$ cat src/rtl/controller_pkg.sv
// rtl/controller_pkg.sv - shared types and constants for the controller serial receiver
// The packet checksum helper is only used when CONTROLLER_CHECKSUM_EN is defined.
package controller_pkg;

   localparam logic [7:0] SYNC_BYTE_DEFAULT = 8'hA5;
   localparam logic [7:0] JOY_CENTRE        = 8'h80;

   typedef enum logic [2:0] {HUNT, BTN, JX, JY, CSUM} rx_state_t;

   typedef struct packed {
      logic [7:0] buttons;
      logic [7:0] joystick_x;
      logic [7:0] joystick_y;
   } controller_state_t;

   localparam controller_state_t CTL_RESET = '{
      buttons:    8'h00,
      joystick_x: JOY_CENTRE,
      joystick_y: JOY_CENTRE
   };

   function automatic logic [7:0] packet_checksum(input logic [7:0] sync_b,
                                                  input logic [7:0] btn,
                                                  input logic [7:0] jx,
                                                  input logic [7:0] jy);
      return sync_b ^ btn ^ jx ^ jy;
   endfunction

endpackage

$ cat src/rtl/spi_byte_deserializer.sv
// rtl/spi_byte_deserializer.sv - synchronises the raw controller clock/data and assembles MSB-first bytes
// Also owns the inactivity timeout that realigns the bit counter when the chip clock stalls.
module spi_byte_deserializer #(
   parameter int SYNC_STAGES    = 2,
   parameter int TIMEOUT_CYCLES = 100_000
) (
   input  logic       clk_i,
   input  logic       rst_i,
   input  logic       chip_clk_raw_i,
   input  logic       chip_data_raw_i,
   output logic       byte_done_o,
   output logic [7:0] byte_data_o,
   output logic       timeout_pulse_o
);

   localparam int TW = $clog2(TIMEOUT_CYCLES + 1);
   localparam logic [TW-1:0] TMO_MAX  = TW'(TIMEOUT_CYCLES);
   localparam logic [TW-1:0] TMO_LAST = TW'(TIMEOUT_CYCLES - 1);

   logic [SYNC_STAGES-1:0] clk_sync_q;
   logic [SYNC_STAGES-1:0] data_sync_q;
   logic                   clk_prev_q;
   logic [7:0]             shift_q;
   logic [7:0]             shift_d;
   logic [2:0]             bit_cnt_q;
   logic [TW-1:0]          tmo_q;
   logic                   byte_done_q;
   logic [7:0]             byte_q;
   logic                   timeout_q;

   logic clk_s;
   logic data_s;
   logic chip_rise;
   logic tmo_hit;

   assign clk_s     = clk_sync_q[SYNC_STAGES-1];
   assign data_s    = data_sync_q[SYNC_STAGES-1];
   assign chip_rise = clk_s & ~clk_prev_q;
   assign shift_d   = {shift_q[6:0], data_s};
   // The cycle in which the counter would reach the limit; a rising edge that cycle cancels it.
   assign tmo_hit   = !chip_rise && (tmo_q == TMO_LAST);

   always_ff @(posedge clk_i or posedge rst_i) begin
      if (rst_i) begin
         clk_sync_q  <= '0;
         data_sync_q <= '0;
         clk_prev_q  <= 1'b0;
         shift_q     <= 8'h00;
         bit_cnt_q   <= 3'd0;
         tmo_q       <= '0;
         byte_done_q <= 1'b0;
         byte_q      <= 8'h00;
         timeout_q   <= 1'b0;
      end else begin
         clk_sync_q  <= {clk_sync_q[SYNC_STAGES-2:0], chip_clk_raw_i};
         data_sync_q <= {data_sync_q[SYNC_STAGES-2:0], chip_data_raw_i};
         clk_prev_q  <= clk_s;
         byte_done_q <= 1'b0;
         timeout_q   <= tmo_hit;
         if (chip_rise) begin
            shift_q   <= shift_d;
            tmo_q     <= '0;
            bit_cnt_q <= bit_cnt_q + 3'd1;
            if (bit_cnt_q == 3'd7) begin
               byte_done_q <= 1'b1;
               byte_q      <= shift_d;
            end
         end else begin
            if (tmo_q != TMO_MAX) begin
               tmo_q <= tmo_q + TW'(1);
            end
            if (tmo_hit) begin
               bit_cnt_q <= 3'd0;
            end
         end
      end
   end

   assign byte_done_o     = byte_done_q;
   assign byte_data_o     = byte_q;
   assign timeout_pulse_o = timeout_q;

endmodule

$ cat src/rtl/controller_spi_rx.sv
// rtl/controller_spi_rx.sv - frames deserialised controller bytes into button/joystick packets
// Define CONTROLLER_CHECKSUM_EN to require a fifth checksum byte before committing a packet.
module controller_spi_rx
   import controller_pkg::*;
#(
   parameter int         SYNC_STAGES    = 2,
   parameter int         TIMEOUT_CYCLES = 100_000,
   parameter logic [7:0] SYNC_BYTE      = SYNC_BYTE_DEFAULT
) (
   input  logic       clk_in,
   input  logic       rst_in,
   input  logic       chip_data_raw,
   input  logic       chip_clk_raw,
   output logic [7:0] buttons,
   output logic [7:0] joystick_x,
   output logic [7:0] joystick_y,
   output logic       packet_valid,
   output logic [7:0] last_raw_byte,
   output logic [7:0] frame_errors
);

   logic       byte_done;
   logic [7:0] byte_data;
   logic       timeout_pulse;

   spi_byte_deserializer #(
      .SYNC_STAGES    (SYNC_STAGES),
      .TIMEOUT_CYCLES (TIMEOUT_CYCLES)
   ) u_deser (
      .clk_i           (clk_in),
      .rst_i           (rst_in),
      .chip_clk_raw_i  (chip_clk_raw),
      .chip_data_raw_i (chip_data_raw),
      .byte_done_o     (byte_done),
      .byte_data_o     (byte_data),
      .timeout_pulse_o (timeout_pulse)
   );

   rx_state_t         state_q;
   logic [7:0]        btn_q;
   logic [7:0]        jx_q;
`ifdef CONTROLLER_CHECKSUM_EN
   logic [7:0]        jy_q;
`endif
   controller_state_t ctl_q;
   logic              pv_q;
   logic [7:0]        err_q;
   logic [7:0]        err_inc;

   assign err_inc = (err_q == 8'hFF) ? err_q : err_q + 8'd1;

   // Staging registers keep the visible outputs untouched until a whole packet is accepted.
   always_ff @(posedge clk_in or posedge rst_in) begin
      if (rst_in) begin
         state_q <= HUNT;
         btn_q   <= 8'h00;
         jx_q    <= 8'h00;
`ifdef CONTROLLER_CHECKSUM_EN
         jy_q    <= 8'h00;
`endif
         ctl_q   <= CTL_RESET;
         pv_q    <= 1'b0;
         err_q   <= 8'h00;
      end else begin
         pv_q <= 1'b0;
         if (timeout_pulse) begin
            if (state_q != HUNT) begin
               err_q <= err_inc;
            end
            state_q <= HUNT;
         end else if (byte_done) begin
            case (state_q)
               HUNT: begin
                  if (byte_data == SYNC_BYTE) begin
                     state_q <= BTN;
                  end
               end
               BTN: begin
                  btn_q   <= byte_data;
                  state_q <= JX;
               end
               JX: begin
                  jx_q    <= byte_data;
                  state_q <= JY;
               end
`ifdef CONTROLLER_CHECKSUM_EN
               JY: begin
                  jy_q    <= byte_data;
                  state_q <= CSUM;
               end
               CSUM: begin
                  if (byte_data == packet_checksum(SYNC_BYTE, btn_q, jx_q, jy_q)) begin
                     ctl_q <= '{buttons: btn_q, joystick_x: jx_q, joystick_y: jy_q};
                     pv_q  <= 1'b1;
                  end else begin
                     err_q <= err_inc;
                  end
                  state_q <= HUNT;
               end
`else
               JY: begin
                  ctl_q   <= '{buttons: btn_q, joystick_x: jx_q, joystick_y: byte_data};
                  pv_q    <= 1'b1;
                  state_q <= HUNT;
               end
`endif
               default: state_q <= HUNT;
            endcase
         end
      end
   end

   assign buttons       = ctl_q.buttons;
   assign joystick_x    = ctl_q.joystick_x;
   assign joystick_y    = ctl_q.joystick_y;
   assign packet_valid  = pv_q;
   assign last_raw_byte = byte_data;
   assign frame_errors  = err_q;

endmodule

$ cat config.mk
export PLATFORM = sky130hd
export DESIGN_NAME = controller_spi_rx
export DESIGN_NICKNAME = d
export VERILOG_FILES = /design/src/rtl/controller_pkg.sv /design/src/rtl/spi_byte_deserializer.sv /design/src/rtl/controller_spi_rx.sv
export SDC_FILE = /design/constraint.sdc
export NUM_CORES = 1
export LEC_CHECK = 0
export ABC_CLOCK_PERIOD_IN_PS = 3700
export CORE_AREA = 3 3 85 87
export DETAILED_ROUTE_END_ITERATION = 8
export DIE_AREA = 0 0 88 90
export PLACE_DENSITY = 0.83
export SLEW_MARGIN = 0
export SYNTH_ARGS = -nofsm -noshare
export SYNTH_HDL_FRONTEND = slang
export SYNTH_HIERARCHICAL = 1
export SYNTH_SLANG_ARGS = --single-unit
$ cat constraint.sdc
create_clock -name clk_in -period 3.7 [get_ports clk_in]
set_input_delay 0.37 -clock clk_in [delete_from_list [all_inputs] [get_ports clk_in]]
set_output_delay 0.37 -clock clk_in [all_outputs]
set_load 0.05 [all_outputs]
==> results of run 1 <==
## per-layer routing
metal  vias up  track usage, %
met2        43            30.4
met1      1197            24.8
met5         -               0
met3        10            4.20
li1       1160               -
met4         0            6.78
## layout make-up
cell class / count / area share, %
inverter: 9 / 0.736
clock inverter: 5 / 0.763
sequential: 93 / 50.7
multi-input combinational: 195 / 32.7
tap: 77 / 2.10
timing repair buffer: 46 / 9.92
clock buffer: 11 / 3.08
## kinds of logic (layout without fill, tap and decap cells)
group	count (synthesis)	in the layout	synth area share, %
adder cells (fa/ha/maj)	9	9	2.87
XOR/XNOR	16	16	3.57
buffers and inverters	18	71	2.36
AND/OR/NAND/NOR	102	102	14.2
AO/OA/AOI/OAI	14	14	2.07
flip-flops	93	93	59.4
multiplexers	54	54	15.5
## worst max-delay path by stage
stage / depth (start not counted) / endpoint / startpoint
final: 1 / joystick_x[7] / joystick_x[7]$_DFFE_PP1P_
after global routing: 1 / last_raw_byte[4] / u_deser/byte_data_o[4]$_DFFE_PP0P_
after CTS: 1 / joystick_x[7] / joystick_x[7]$_DFFE_PP1P_
after detailed placement: 5 / u_deser/tmo_q[16]$_DFFE_PP0P_ / u_deser/tmo_q[0]$_DFFE_PP0P_
after global placement: 2 / joystick_y[0]$_DFFE_PP0P_ / rst_in
after floorplan: 4 / frame_errors[1]$_DFFE_PP0P_ / frame_errors[3]$_DFFE_PP0P_
## metrics by stage
step	hold slack, ns	total power (W)
after floorplan	0.331	0.00139
after global placement	0.331	0.00150
after detailed placement	0.338	0.00151
after CTS	0.358	0.00211
after global routing	0.366	0.00219
final	0.356	0.00209
## synthesized netlist by cell type (all sizes together), types with 3 or more instances
| library cell | number |
|---|---|
| dfrtp | 91 |
| mux2 | 51 |
| nand2 | 39 |
| nor2 | 15 |
| nand4 | 11 |
| xor2 | 11 |
| ha | 9 |
| inv | 9 |
| buf | 8 |
| a21oi | 5 |
| and4 | 5 |
| nand3 | 5 |
| o21ai | 5 |
| xnor2 | 5 |
| nand2b | 4 |
| mux2i | 3 |
| or3 | 3 |
## state kept, by name, indices dropped and copies added, names as in the netlist, 8 cells and up
name and count:
buttons 8, u_deser/tmo_q 17, frame_errors 8, u_deser/byte_data_o 8
joystick_y 8, btn_q 8, jx_q 8, joystick_x 8
## power groups by stage
stage / clock (W) / combinational, W / sequential, W
4_1_cts: 0.000614 / 0.000311 / 0.00118
3_3_place_gp: 0 / 0.000299 / 0.00120
6_report: 0.000600 / 0.000305 / 0.00118
5_1_grt: 0.000655 / 0.000334 / 0.00120
2_1_floorplan: 0 / 0.000118 / 0.00127
3_5_place_dp: 0 / 0.000309 / 0.00120
==> out/summary.log, run 1 <==
[outcome] outcome finished clean
[min_path] startpoint of the most critical hold path u_deser/clk_sync_q[0]$_DFF_PP0_
[clock_network] CTS clk-pin slew, worst paths 0.08 ns
[timing] final cycle utilization of the critical path 55.3%
[placement] DP Area 4410 µm²
[min_path] cell count of the worst hold path 0
[timing] Least-Margin Pin Slew 1.01 ns
[worst_setup_path] WP buf/inv 1
[floorplan] die area 7920 µm²
[power] clock share of power 28.7%
[synth] Post-synth top flop sky130_fd_sc_hd__dfrtp_1
[power] sw power 0.000618 W
[placement] HPWL Detailed 4690 µm
[power] sequential cell fraction of total power 56.7%
[grt] number of antenna violations at the first check in global routing 0
[placement] Port Buffer Count 44
[timing] Final Worst Setup Slack 1.66 ns
[worst_setup_path] crit-path cells clkdlybuf4s50_1
[timing] Final Hold Vio Count 0
[detailed_routing] wl on met1 2960 µm
[worst_setup_path] Max stage delay cell, worst path sky130_fd_sc_hd__clkdlybuf4s50_1
[synth] most area-consuming cells after synthesis sky130_fd_sc_hd__dfrtp_1 (58%), sky130_fd_sc_hd__mux2_2 (14%), sky130_fd_sc_hd__nand2_1 (3.4%)
[final_layout] commonest non-fill, non-tap cell in the layout sky130_fd_sc_hd__dfrtp_1
[timing] max-slew violation total from the final report 0
[final_layout] Final Core Density 71.5%
[worst_setup_path] Worst setup EP type output pin
[grt] via count of the first global-routing pass 2472
[floorplan] total I/O pin count 45
[power] share of total power consumed by net switching 29.6%
[final_layout] area of all sequential standard cells 2330 µm²
[timing] headroom to the max-slew limit 32.7%
[final_layout] Fillers 451
[clock_network] post-cts gate resize count 0
[clock_network] number of CTS-inserted buffers 9
[synth] cell type with the highest aggregate area in the netlist sky130_fd_sc_hd__dfrtp_1
[grt] total routing resource utilization after global routing 18.8%
[worst_setup_path] Reg2Reg Capture Point frame_errors[7]$_DFFE_PP0P_
[floorplan] chip width 88 µm
[detailed_routing] number of DRC markers after the initial detailed-route iteration 70
[final_layout] top library cells by usage in the layout, fill and taps aside sky130_fd_sc_hd__dfrtp_1 (91), sky130_fd_sc_hd__mux2_2 (48), sky130_fd_sc_hd__clkdlybuf4s50_1 (44), sky130_fd_sc_hd__nand2_1 (36), sky130_fd_sc_hd__nor2_1 (14)
[worst_setup_path] depth of the most critical reg-to-reg path 6
[detailed_routing] WL/cell 15.1 µm
[final_layout] Finished Layout Cells 436
[timing] minimum period implied by the final worst setup slack 2.04 ns
[final_layout] final design area excluding fillers 4590 µm²
[timing] Final Setup Violations 0
[worst_setup_path] startpoint types flop
[power] Pint 0.00147 W
[min_path] capture endpoint of the worst hold path u_deser/clk_sync_q[1]$_DFF_PP0_
[clock_network] buffer count from post-CTS setup fixing 0
[grt] first-pass GRT wire length 11700 µm
[synth] Syn Inst Count 306
[final_layout] growth of design area from synthesis to finish 17.1%
[detailed_routing] Vias per Instance 5.53
[clock_network] number of clock sinks 93
[worst_setup_path] flop-to-flop setup slack 1.97 ns
[worst_setup_path] arrival time reported for the critical path endpoint 1.67 ns
[detailed_routing] DRC Markers 0
[detailed_routing] top metal layer carrying routed signals met4
[clock_network] CTS hold repair buffers 0
[power] maximum resistive drop on vdd 0.000299 V
[timing] unrepaired setup endpoints after global routing no
[grt] overflow left after global routing 0
[min_path] kind of path behind the tightest hold check reg2reg
[worst_setup_path] maximum fanout count along the critical path 2
[synth] fraction of synthesized cell area taken by the top area cell type 58.1%
[clock_network] root cell of the clock tree sky130_fd_sc_hd__clkbuf_8
[placement] Placed Cells 420
[job] total of max-cap violations 0
[detailed_routing] total number of vias 2410
[synth] Warnings, synthesis 6
[power] combinational fraction of design power 14.6%
[placement] gp weighted congestion 0.847
[detailed_routing] First-pass DRT Iterations 4
[clock_network] clock insertion delay at the later pin of the skew report 0.36 ns
[synth] Netlist cell types 45
[grt] maximum number of pins on one net before global-route repair 52
[power] areal power density over the cells 455 nW/µm²
[detailed_routing] number of nets with antenna violations after routing 0
[detailed_routing] wire length on met3 233 µm
[synth] Cell Area, Synth 3920 µm²
[floorplan] Die Span Y 90 µm
[clock_network] TritonCTS clock tree yes
[placement] pre-CTS WS 1.96 ns
[clock_network] CTS H-tree lvls 3
[floorplan] effective utilization at floorplan 61.1%
[timing] Clock Skews 0.00979 ns
[worst_setup_path] classification of the worst setup path reg2out
[timing] total negative slack for setup checks 0 ns
[final_layout] share of final-layout standard cells stronger than drive strength 1 20.9%
[synth] Post-synth EDFFs 0
[synth] share of synthesized area occupied by flip-flops and latches 59.4%
[synth] post-synth net total 319
[synth] Syn Area/Cell 12.8 µm²
[detailed_routing] Detailed Route WL 6600 µm
[worst_setup_path] cell family with most CP delay buffers and inverters
[floorplan] standard cell core area 6420 µm²
[final_layout] net count of the finished layout 367
[final_layout] Multi-input gate area 1500 µm²
[timing] achievable frequency 489 MHz
[final_layout] antenna diode count 0
[synth] async set-or-reset flop fraction in the synthesized netlist 100%
[power] Leakage 2.21 nW
[detailed_routing] Met2 Wirelength 3300 µm
[floorplan] Placement Rows 29
[clock_network] maximum buffer depth of the clock tree 2
[synth] flip-flop and latch count after synthesis 93
[worst_setup_path] largest incremental delay on the critical path 0.79 ns
[worst_setup_path] worst flop-to-flop path startpoint state_q[0]$_DFFE_PP0P_
[worst_setup_path] Data required, critical path 3.33 ns
Power figures use the tool's default switching activity.
==> run 2: changes to the inputs <==
--- a/config.mk
+++ b/config.mk
@@ -5,11 +5,11 @@
 export SDC_FILE = /design/constraint.sdc
 export NUM_CORES = 1
 export LEC_CHECK = 0
-export ABC_CLOCK_PERIOD_IN_PS = 3700
-export CORE_AREA = 3 3 85 87
+export ABC_CLOCK_PERIOD_IN_PS = 1750
+export CORE_AREA = 3 3 93 95
 export DETAILED_ROUTE_END_ITERATION = 8
-export DIE_AREA = 0 0 88 90
-export PLACE_DENSITY = 0.83
+export DIE_AREA = 0 0 96 98
+export PLACE_DENSITY = 0.74
 export SLEW_MARGIN = 0
 export SYNTH_ARGS = -nofsm -noshare
 export SYNTH_HDL_FRONTEND = slang
==> constraint.sdc (replaced) <==
create_clock -name clk_in -period 1.75 [get_ports clk_in]
set_input_delay 0.175 -clock clk_in [delete_from_list [all_inputs] [get_ports clk_in]]
set_output_delay 0.175 -clock clk_in [all_outputs]
set_load 0.05 [all_outputs]
==> out/summary.log, run 2 (synthesis gave the netlist of run 1 again) <==
[outcome] outcome finished clean
[worst_setup_path] depth of the most critical reg-to-reg path 6
[power] clock share of power 32.3%
[worst_setup_path] source of the critical timing path joystick_x[5]$_DFFE_PP0P_
[worst_setup_path] Data required, critical path 1.57 ns
[timing] headroom to the max-slew limit 66.2%
[timing] Final Worst Setup Slack 0.0413 ns
[detailed_routing] Detailed Route WL 6400 µm
[timing] minimum period implied by the final worst setup slack 1.71 ns
[final_layout] share of final-layout standard cells stronger than drive strength 1 27.1%
[power] Leakage 2.40 nW
[power] Pint 0.00334 W
[worst_setup_path] arrival time reported for the critical path endpoint 1.53 ns
[clock_network] number of clock sinks 93
[timing] Final Setup Violations 0
[grt] maximum number of pins on one net before global-route repair 52
[grt] overflow left after global routing 0
[detailed_routing] total number of vias 2416
[timing] max-slew violation total from the final report 0
[worst_setup_path] largest incremental delay on the critical path 0.81 ns
[detailed_routing] Vias per Instance 5.17
[worst_setup_path] WP buf/inv 1
[worst_setup_path] Reg2Reg Capture Point frame_errors[5]$_DFFE_PP0P_
[detailed_routing] WL/cell 13.7 µm
[clock_network] CTS hold repair buffers 0
[worst_setup_path] maximum fanout count along the critical path 2
[job] total of max-cap violations 0
[clock_network] CTS clk-pin slew, worst paths 0.09 ns
[floorplan] Placement Rows 32
[final_layout] Biggest register u_deser/tmo_q
[floorplan] total I/O pin count 45
[power] sw power 0.00128 W
[floorplan] chip width 96 µm
[clock_network] root cell of the clock tree sky130_fd_sc_hd__clkbuf_8
[power] share of total power consumed by net switching 27.7%
[timing] total negative slack for setup checks 0 ns
[clock_network] clock insertion delay at the later pin of the skew report 0.35 ns
[worst_setup_path] Worst setup EP type output pin
[min_path] kind of path behind the tightest hold check in2async
[placement] gp weighted congestion 0.865
[power] maximum resistive drop on vdd 0.000631 V
[timing] Least-Margin Pin Slew 0.506 ns
[final_layout] antenna diode count 0
[floorplan] die area 9410 µm²
[timing] achievable frequency 585 MHz
[final_layout] Fillers 649
[final_layout] commonest non-fill, non-tap cell in the layout sky130_fd_sc_hd__dfrtp_1
[power] areal power density over the cells 979 nW/µm²
[final_layout] area of all sequential standard cells 2330 µm²
[final_layout] growth of design area from synthesis to finish 20.2%
[worst_setup_path] timing endpoint of the critical path joystick_x[5]
[final_layout] Largest register FFs 17
[worst_setup_path] flop-to-flop setup slack 0.08 ns
[worst_setup_path] cell family with most CP delay buffers and inverters
[grt] number of antenna violations at the first check in global routing 0
[worst_setup_path] Max stage delay cell, worst path sky130_fd_sc_hd__clkdlybuf4s50_1
[power] combinational fraction of design power 13.5%
[floorplan] Die Span Y 98 µm
[clock_network] maximum buffer depth of the clock tree 2
[grt] total routing resource utilization after global routing 15.4%
[clock_network] CTS H-tree lvls 3
[power] sequential cell fraction of total power 54.2%
[worst_setup_path] startpoint types flop
[floorplan] standard cell core area 7810 µm²
[worst_setup_path] critical path depth 1
[grt] via count of the first global-routing pass 2487
[timing] final cycle utilization of the critical path 97.6%
[final_layout] top library cells by usage in the layout, fill and taps aside sky130_fd_sc_hd__dfrtp_1 (91), sky130_fd_sc_hd__mux2_2 (48), sky130_fd_sc_hd__nand2_1 (36), sky130_fd_sc_hd__buf_4 (22), sky130_fd_sc_hd__clkdlybuf4s50_1 (21)
[placement] Port Buffer Count 44
[placement] HPWL Detailed 4460 µm
[clock_network] TritonCTS clock tree yes
[floorplan] effective utilization at floorplan 50.2%
[detailed_routing] number of DRC markers after the initial detailed-route iteration 56
[timing] Clock Skews 0.0140 ns
[timing] Final Hold Vio Count 0
[placement] pre-CTS WS 0.0294 ns
[detailed_routing] First-pass DRT Iterations 4
[final_layout] net count of the finished layout 373
[worst_setup_path] classification of the worst setup path reg2out
[detailed_routing] number of nets with antenna violations after routing 0
[grt] first-pass GRT wire length 11500 µm
[worst_setup_path] worst flop-to-flop path startpoint state_q[1]$_DFFE_PP0P_
[detailed_routing] DRC Markers 0
[worst_setup_path] crit-path cells clkdlybuf4s50_1
[final_layout] Multi-input gate area 1520 µm²
[clock_network] number of CTS-inserted buffers 9
[run 2: per-stage QoR]
stage / cell area [µm²] / hold slack [ns] / std cells / util, % / power, W
after global placement: 4460 / 0.332 / 449 / 57.1 / 0.00315
after global routing: 4710 / 0.238 / 467 / 60.4 / 0.00487
after detailed placement: 4460 / 0.335 / 449 / 57.1 / 0.00318
final: 4710 / 0.203 / 467 / 60.4 / 0.00461
after CTS: 4670 / 0.211 / 465 / 59.8 / 0.00468
after floorplan: 3920 / 0.206 / 306 / - / 0.00294
[run 2: how the worst min path moves through the flow]
stage / endpoint / depth (start not counted)
floorplan: u_deser/clk_sync_q[0]$_DFF_PP0_ / 0
global placement: u_deser/data_sync_q[1]$_DFF_PP0_ / 0
detailed placement: u_deser/data_sync_q[1]$_DFF_PP0_ / 0
CTS: jx_q[5]$_DFFE_PP0P_ / 3
global route: frame_errors[7]$_DFFE_PP0P_ / 3
finish: frame_errors[0]$_DFFE_PP0P_ / 3
[run 2: final cells by class]
class	count	area share [%]
Sequential cell	93	49.4
Multi-Input combinational cell	195	32.2
Clock inverter	5	1.65
Clock buffer	11	2.79
Timing Repair Buffer	52	10.5
Tap cell	102	2.71
Inverter	9	0.717
[run 2: timing repair]
action	in CTS	in global routing
buffers inserted	0	2
resized for setup	2	9
pin swaps	0	1
setup endpoints to repair	2	7
[run 2: per-layer routing]
layer,track usage [%],vias to the layer above,share of wire (%)
met5,0,-,0
met4,4.70,0,1.0
met3,4.16,7,4.1
met2,24.7,37,49
met1,20.2,1197,46
li1,-,1175,-
[run 2: power groups by stage]
stage / registers (W) / clock network (W) / logic, W
global route: 0.00254 / 0.00164 / 0.000689
detailed placement: 0.00255 / 0 / 0.000634
finish: 0.00250 / 0.00149 / 0.000622
CTS: 0.00251 / 0.00154 / 0.000636
floorplan: 0.00269 / 0 / 0.000251
global placement: 0.00254 / 0 / 0.000614
==> run 3: changes to the inputs <==
--- a/config.mk
+++ b/config.mk
@@ -6,10 +6,12 @@
 export NUM_CORES = 1
 export LEC_CHECK = 0
 export ABC_CLOCK_PERIOD_IN_PS = 1750
-export CORE_AREA = 3 3 93 95
+export CELL_PAD_IN_SITES_DETAIL_PLACEMENT = 1
+export CELL_PAD_IN_SITES_GLOBAL_PLACEMENT = 1
+export CORE_AREA = 3 3 102 104
 export DETAILED_ROUTE_END_ITERATION = 8
-export DIE_AREA = 0 0 96 98
-export PLACE_DENSITY = 0.74
+export DIE_AREA = 0 0 105 107
+export PLACE_DENSITY_LB_ADDON = 0.1
 export SLEW_MARGIN = 0
 export SYNTH_ARGS = -nofsm -noshare
 export SYNTH_HDL_FRONTEND = slang
==> out/summary.log, run 3 (synthesis gave the netlist of run 1 again) <==
[outcome] outcome finished clean
[placement] gp weighted congestion 0.769
[power] sequential cell fraction of total power 54.0%
[detailed_routing] DRC Markers 0
[detailed_routing] total number of vias 2507
[worst_setup_path] source of the critical timing path joystick_y[1]$_DFFE_PP0P_
[grt] maximum number of pins on one net before global-route repair 52
[final_layout] Largest register FFs 17
[final_layout] share of final-layout standard cells stronger than drive strength 1 28.9%
[timing] Final Worst Setup Slack 0.0599 ns
[worst_setup_path] maximum fanout count along the critical path 2
[timing] minimum period implied by the final worst setup slack 1.69 ns
[timing] max-slew violation total from the final report 0
[detailed_routing] Vias per Instance 4.98
[clock_network] root cell of the clock tree sky130_fd_sc_hd__clkbuf_8
[clock_network] CTS clk-pin slew, worst paths 0.09 ns
[floorplan] effective utilization at floorplan 40.7%
[clock_network] clock insertion delay at the later pin of the skew report 0.35 ns
[power] Leakage 2.45 nW
[timing] Final Hold Vio Count 0
[worst_setup_path] Data required, critical path 1.57 ns
[power] areal power density over the cells 961 nW/µm²
[timing] final cycle utilization of the critical path 96.6%
[worst_setup_path] WP buf/inv 1
[final_layout] Finished Layout Cells 503
[clock_network] TritonCTS clock tree yes
[placement] Port Buffer Count 44
[detailed_routing] number of DRC markers after the initial detailed-route iteration 53
[power] clock share of power 31.3%
[power] Pint 0.00325 W
[clock_network] number of CTS-inserted buffers 9
[worst_setup_path] largest incremental delay on the critical path 0.81 ns
[timing] achievable frequency 592 MHz
[detailed_routing] First-pass DRT Iterations 4
[min_path] kind of path behind the tightest hold check in2async
[timing] headroom to the max-slew limit 64.6%
[power] sw power 0.00136 W
[worst_setup_path] crit-path cells clkdlybuf4s50_1
[grt] total routing resource utilization after global routing 14.8%
[final_layout] Final Core Density 49.8%
[detailed_routing] Detailed Route WL 7750 µm
[worst_setup_path] Reg2Reg Capture Point frame_errors[5]$_DFFE_PP0P_
[worst_setup_path] classification of the worst setup path reg2out
[placement] HPWL Detailed 5380 µm
[power] maximum resistive drop on vdd 0.000377 V
[worst_setup_path] worst flop-to-flop path startpoint state_q[1]$_DFFE_PP0P_
[clock_network] number of clock sinks 93
[final_layout] antenna diode count 0
[final_layout] Fillers 1049
[floorplan] Die Span Y 107 µm
[final_layout] net count of the finished layout 379
[final_layout] Biggest register u_deser/tmo_q
[detailed_routing] number of nets with antenna violations after routing 0
[grt] number of antenna violations at the first check in global routing 0
[floorplan] chip width 105 µm
[floorplan] Placement Rows 36
[timing] total negative slack for setup checks 0 ns
[grt] overflow left after global routing 0
[grt] first-pass GRT wire length 13300 µm
[timing] Clock Skews 0.0169 ns
[clock_network] CTS H-tree lvls 3
[worst_setup_path] depth of the most critical reg-to-reg path 6
[worst_setup_path] Worst setup EP type output pin
[final_layout] top library cells by usage in the layout, fill and taps aside sky130_fd_sc_hd__dfrtp_1 (91), sky130_fd_sc_hd__mux2_2 (48), sky130_fd_sc_hd__nand2_1 (36), sky130_fd_sc_hd__buf_4 (27), sky130_fd_sc_hd__clkdlybuf4s50_1 (20)
[detailed_routing] WL/cell 15.4 µm
[worst_setup_path] critical path depth 1
[placement] Placed Cells 484
[timing] Final Setup Violations 0
[worst_setup_path] Max stage delay cell, worst path sky130_fd_sc_hd__clkdlybuf4s50_1
[clock_network] maximum buffer depth of the clock tree 2
[timing] unrepaired setup endpoints after global routing yes
[job] total of max-cap violations 0
[worst_setup_path] startpoint types flop
[timing] Least-Margin Pin Slew 0.529 ns
[worst_setup_path] cell family with most CP delay buffers and inverters
[final_layout] growth of design area from synthesis to finish 22.4%
[grt] via count of the first global-routing pass 2685
[worst_setup_path] flop-to-flop setup slack 0.09 ns
[power] total power 0.00461 W
[placement] pre-CTS WS -0.00536 ns
[power] share of total power consumed by net switching 29.4%
[final_layout] commonest non-fill, non-tap cell in the layout sky130_fd_sc_hd__dfrtp_1
[floorplan] total I/O pin count 45
[worst_setup_path] arrival time reported for the critical path endpoint 1.52 ns
[floorplan] standard cell core area 9640 µm²
[power] combinational fraction of design power 14.7%
[floorplan] die area 11200 µm²
[run 3: timing repair]
item,in CTS,in global routing
setup endpoints to repair,3,9
setup buffers,0,4
resized for setup,2,11
pin swaps,0,3
hold buffers,0,0
[run 3: power groups by stage]
| stage | clock, W | combinational, W | sequential [W] |
|---|---|---|---|
| after detailed placement | 0 | 0.000693 | 0.00254 |
| final | 0.00144 | 0.000677 | 0.00249 |
| after floorplan | 0 | 0.000251 | 0.00269 |
| after global placement | 0 | 0.000664 | 0.00253 |
| after global routing | 0.00159 | 0.000738 | 0.00254 |
| after CTS | 0.00151 | 0.000693 | 0.00250 |
[run 3: how the worst max path moves through the flow]
stage | to | slack, ns
finish | joystick_y[1] | 0.06
global route | frame_errors[5]$_DFFE_PP0P_ | -0.02
CTS | frame_errors[7]$_DFFE_PP0P_ | -0.005
detailed placement | frame_errors[7]$_DFFE_PP0P_ | -0.005
global placement | frame_errors[7]$_DFFE_PP0P_ | 0.1
floorplan | frame_errors[1]$_DFFE_PP0P_ | 0.08
[run 3: routing by layer]
layer	vias to the layer above	routed length, µm	GRT usage, %
met3	4	199	3.43
met2	30	3780	25.4
met4	0	60	3.94
li1	1183	-	-
met1	1290	3710	18.9
met5	-	0	0
[run 3: through the flow]
stage / area [µm²] / hold slack (ns)
6_report: 4800 / 0.223
5_1_grt: 4800 / 0.230
4_1_cts: 4740 / 0.212
3_5_place_dp: 4540 / 0.342
3_3_place_gp: 4540 / 0.333
2_1_floorplan: 3920 / 0.206
[run 3: cell type report]
cell class	instances	area, µm²	area share (%)
sequential	93	2330	48.5
multi-input combinational	195	1520	31.6
inverter	9	33.8	0.704
clock buffer	10	138	2.87
tap	133	166	3.47
timing repair buffer	58	556	11.6
clock inverter	5	60.1	1.25
==> variant: new RTL, settings of run 2 <==
`TIMEOUT_CYCLES` is set to 100_000 in 2 places; all go to 25_000.
--- a/src/rtl/spi_byte_deserializer.sv
+++ b/src/rtl/spi_byte_deserializer.sv
@@ -3,5 +3,5 @@
 module spi_byte_deserializer #(
    parameter int SYNC_STAGES    = 2,
-   parameter int TIMEOUT_CYCLES = 100_000
+   parameter int TIMEOUT_CYCLES = 25_000
 ) (
    input  logic       clk_i,
--- a/src/rtl/controller_spi_rx.sv
+++ b/src/rtl/controller_spi_rx.sv
@@ -5,5 +5,5 @@
 #(
    parameter int         SYNC_STAGES    = 2,
-   parameter int         TIMEOUT_CYCLES = 100_000,
+   parameter int         TIMEOUT_CYCLES = 25_000,
    parameter logic [7:0] SYNC_BYTE      = SYNC_BYTE_DEFAULT
 ) (
Formal check against the unedited RTL: same outputs for any inputs over 10 cycles, from zero or initial values and one cycle with rst_in high; that may be too few to reach the edited logic, so the function may still have changed.
==> variant against run 2 <==
Wire length rose by 4.1%; final area is 1.4% lower; combinational power up 3%; first-iteration DRC count increased by 20%; sequential share of layout area down 0.37 points; clock power decreased by 4%; setup slack gained 13 ps; clock skew down 7.5 ps; power down 1.5%; synthesized area shrank 2.3%; sequential cell count fell by 2; global-route usage up 0.080 points.
==> variant: results <==
{
  "clockBufferDepth": 2,
  "largest_register_ffs": 15,
  "slowest_delay_ps": 810,
  "synth_common_cells": "dfrtp_1, mux2_2, nand2_1",
  "synth-async-reset-ratio": 1.00,
  "regMostFlops": "u_deser/tmo_q",
  "ys_warn_count": 6,
  "num_antenna_cells": 0,
  "first_iter_violations": 67,
  "portBuffers": 44,
  "grt_antenna_before_repair": 0,
  "place_hpwl_um": 4660,
  "root_buffer": "clkbuf_8",
  "min_path_type": "input pin to async pin",
  "grt_pass1_wl_um": 11300,
  "fin_ws_ps": 54.8,
  "clk_pin_slew_worst_paths_ps": 80,
  "clk_latency_ps": 350,
  "synth_area_leaders": "dfrtp_1, mux2_2, nand2_1, ha_1, dfstp_2",
  "slowest_stage": "clkdlybuf4s50_1",
  "drive_above_1_share": 0.295,
  "final_cells": 461,
  "peakVddDrop_v": 0.000697,
  "grt_max_degree": 41,
  "place.gp.congestion": 0.820,
  "finClkSkew_ps": 6.50,
  "pre_cts_ws_ps": 61.7,
  "p_leak_nw": 2.39,
  "seq_area_frac_synth": 0.595,
  "first_pass_iters": 4,
  "whs_ps": 118,
  "viasPerCell": 5.29,
  "numCtsBuffers": 9,
  "cp.arrival_ps": 1520,
  "layout.nets": 367,
  "crit_fanout": 2,
  "grt_pass1_vias": 2396,
  "syn_nets": 310,
  "synthesis.instances": 297,
  "wl_per_cell_um": 14.5,
  "status": "complete, no violations",
  "crit_family": "buffers and inverters",
  "grt_util_all_layers": 0.155,
  "dp.cells": 444,
  "rrSetupSlack_ps": 80,
  "slew_headroom": 0.591,
  "synth_cell_types": 41,
  "cts.htree.levels": 3
}
## variant: changes by cell type after synthesis, sizes merged, moves of 3 or more
| cell | change |
|---|---|
| nand4 | -4 |
| xor2 | -9 |
| buf | -6 |
| inv | +3 |
| o31ai | +5 |
| clkbuf | +4 |
| or4 | +5 |
| a21oi | +5 |
| nor2 | -11 |
## variant: kinds of logic after synthesis
kind of cell,count (synthesis),synth area share
DFF,91,0.595
xor gates and xnor gates,7,0.0160
buffers and inverters,19,0.0225
and+or+nand+nor,91,0.136
muxes,56,0.163
AOI/OAI and AO/OA,24,0.0382
adders and majority gates,9,0.0294
## variant: metal layers
layer / share of wire / global-route usage / vias to the layer above
met5: 0 / 0 / -
met4: 0.016 / 0.0667 / 0
met1: 0.45 / 0.199 / 1219
met3: 0.045 / 0.0424 / 10
met2: 0.49 / 0.243 / 45
li1: - / - / 1163
## variant: what timing repair did
item                                    4_1_cts  5_1_grt
endpoints found under the setup margin        1       12
hold buffers                                  0        0
setup buffers                                 0        1
resized for setup                             1       14
pin swaps                                     0        2
## variant: path summary, 6_finish.rpt
path,cells past startpoint,end,startpoint
setup / recovery,1,joystick_y[4],joystick_y[4]$_DFFE_PP0P_
max in group asynchronous,3,u_deser/tmo_q[3]$_DFFE_PP0P_,rst_in
hold / removal,2,frame_errors[0]$_DFFE_PP0P_,rst_in
min in group clk_in,1,u_deser/data_sync_q[0]$_DFF_PP0_,chip_data_raw
setup reg to reg,6,frame_errors[5]$_DFFE_PP0P_,state_q[1]$_DFFE_PP0P_
hold reg to reg,0,u_deser/data_sync_q[1]$_DFF_PP0_,u_deser/data_sync_q[0]$_DFF_PP0_
## variant: area by class of cell
class / count / area [um2]
Sequential cell: 91 / 2280
Clock buffer: 12 / 155
Timing Repair Buffer: 53 / 494
Fill cell: 618 / 3160
Tap cell: 102 / 128
Inverter: 12 / 45.0
Multi-Input combinational cell: 187 / 1500
Clock inverter: 4 / 48.8
## variant: worst reg2reg max path, cell delays in order, from the launching register on
cell     delay, ps
dfrtp_1        410
inv_2           70
ha_4           160
and2b_1        220
nand4_1        150
or3b_1         420
xnor2_1        130
## variant: through the flow
stage | util | instance area [um2]
finish | 0.595 | 4650
global route | 0.595 | 4650
CTS | 0.588 | 4590
detailed placement | 0.562 | 4390
global placement | 0.562 | 4390
floorplan | - | 3830
## variant: report_power, final
group | switching [mW] | internal (mW)
clock | 0.696 | 0.737
combinational | 0.397 | 0.245
sequential | 0.215 | 2.26
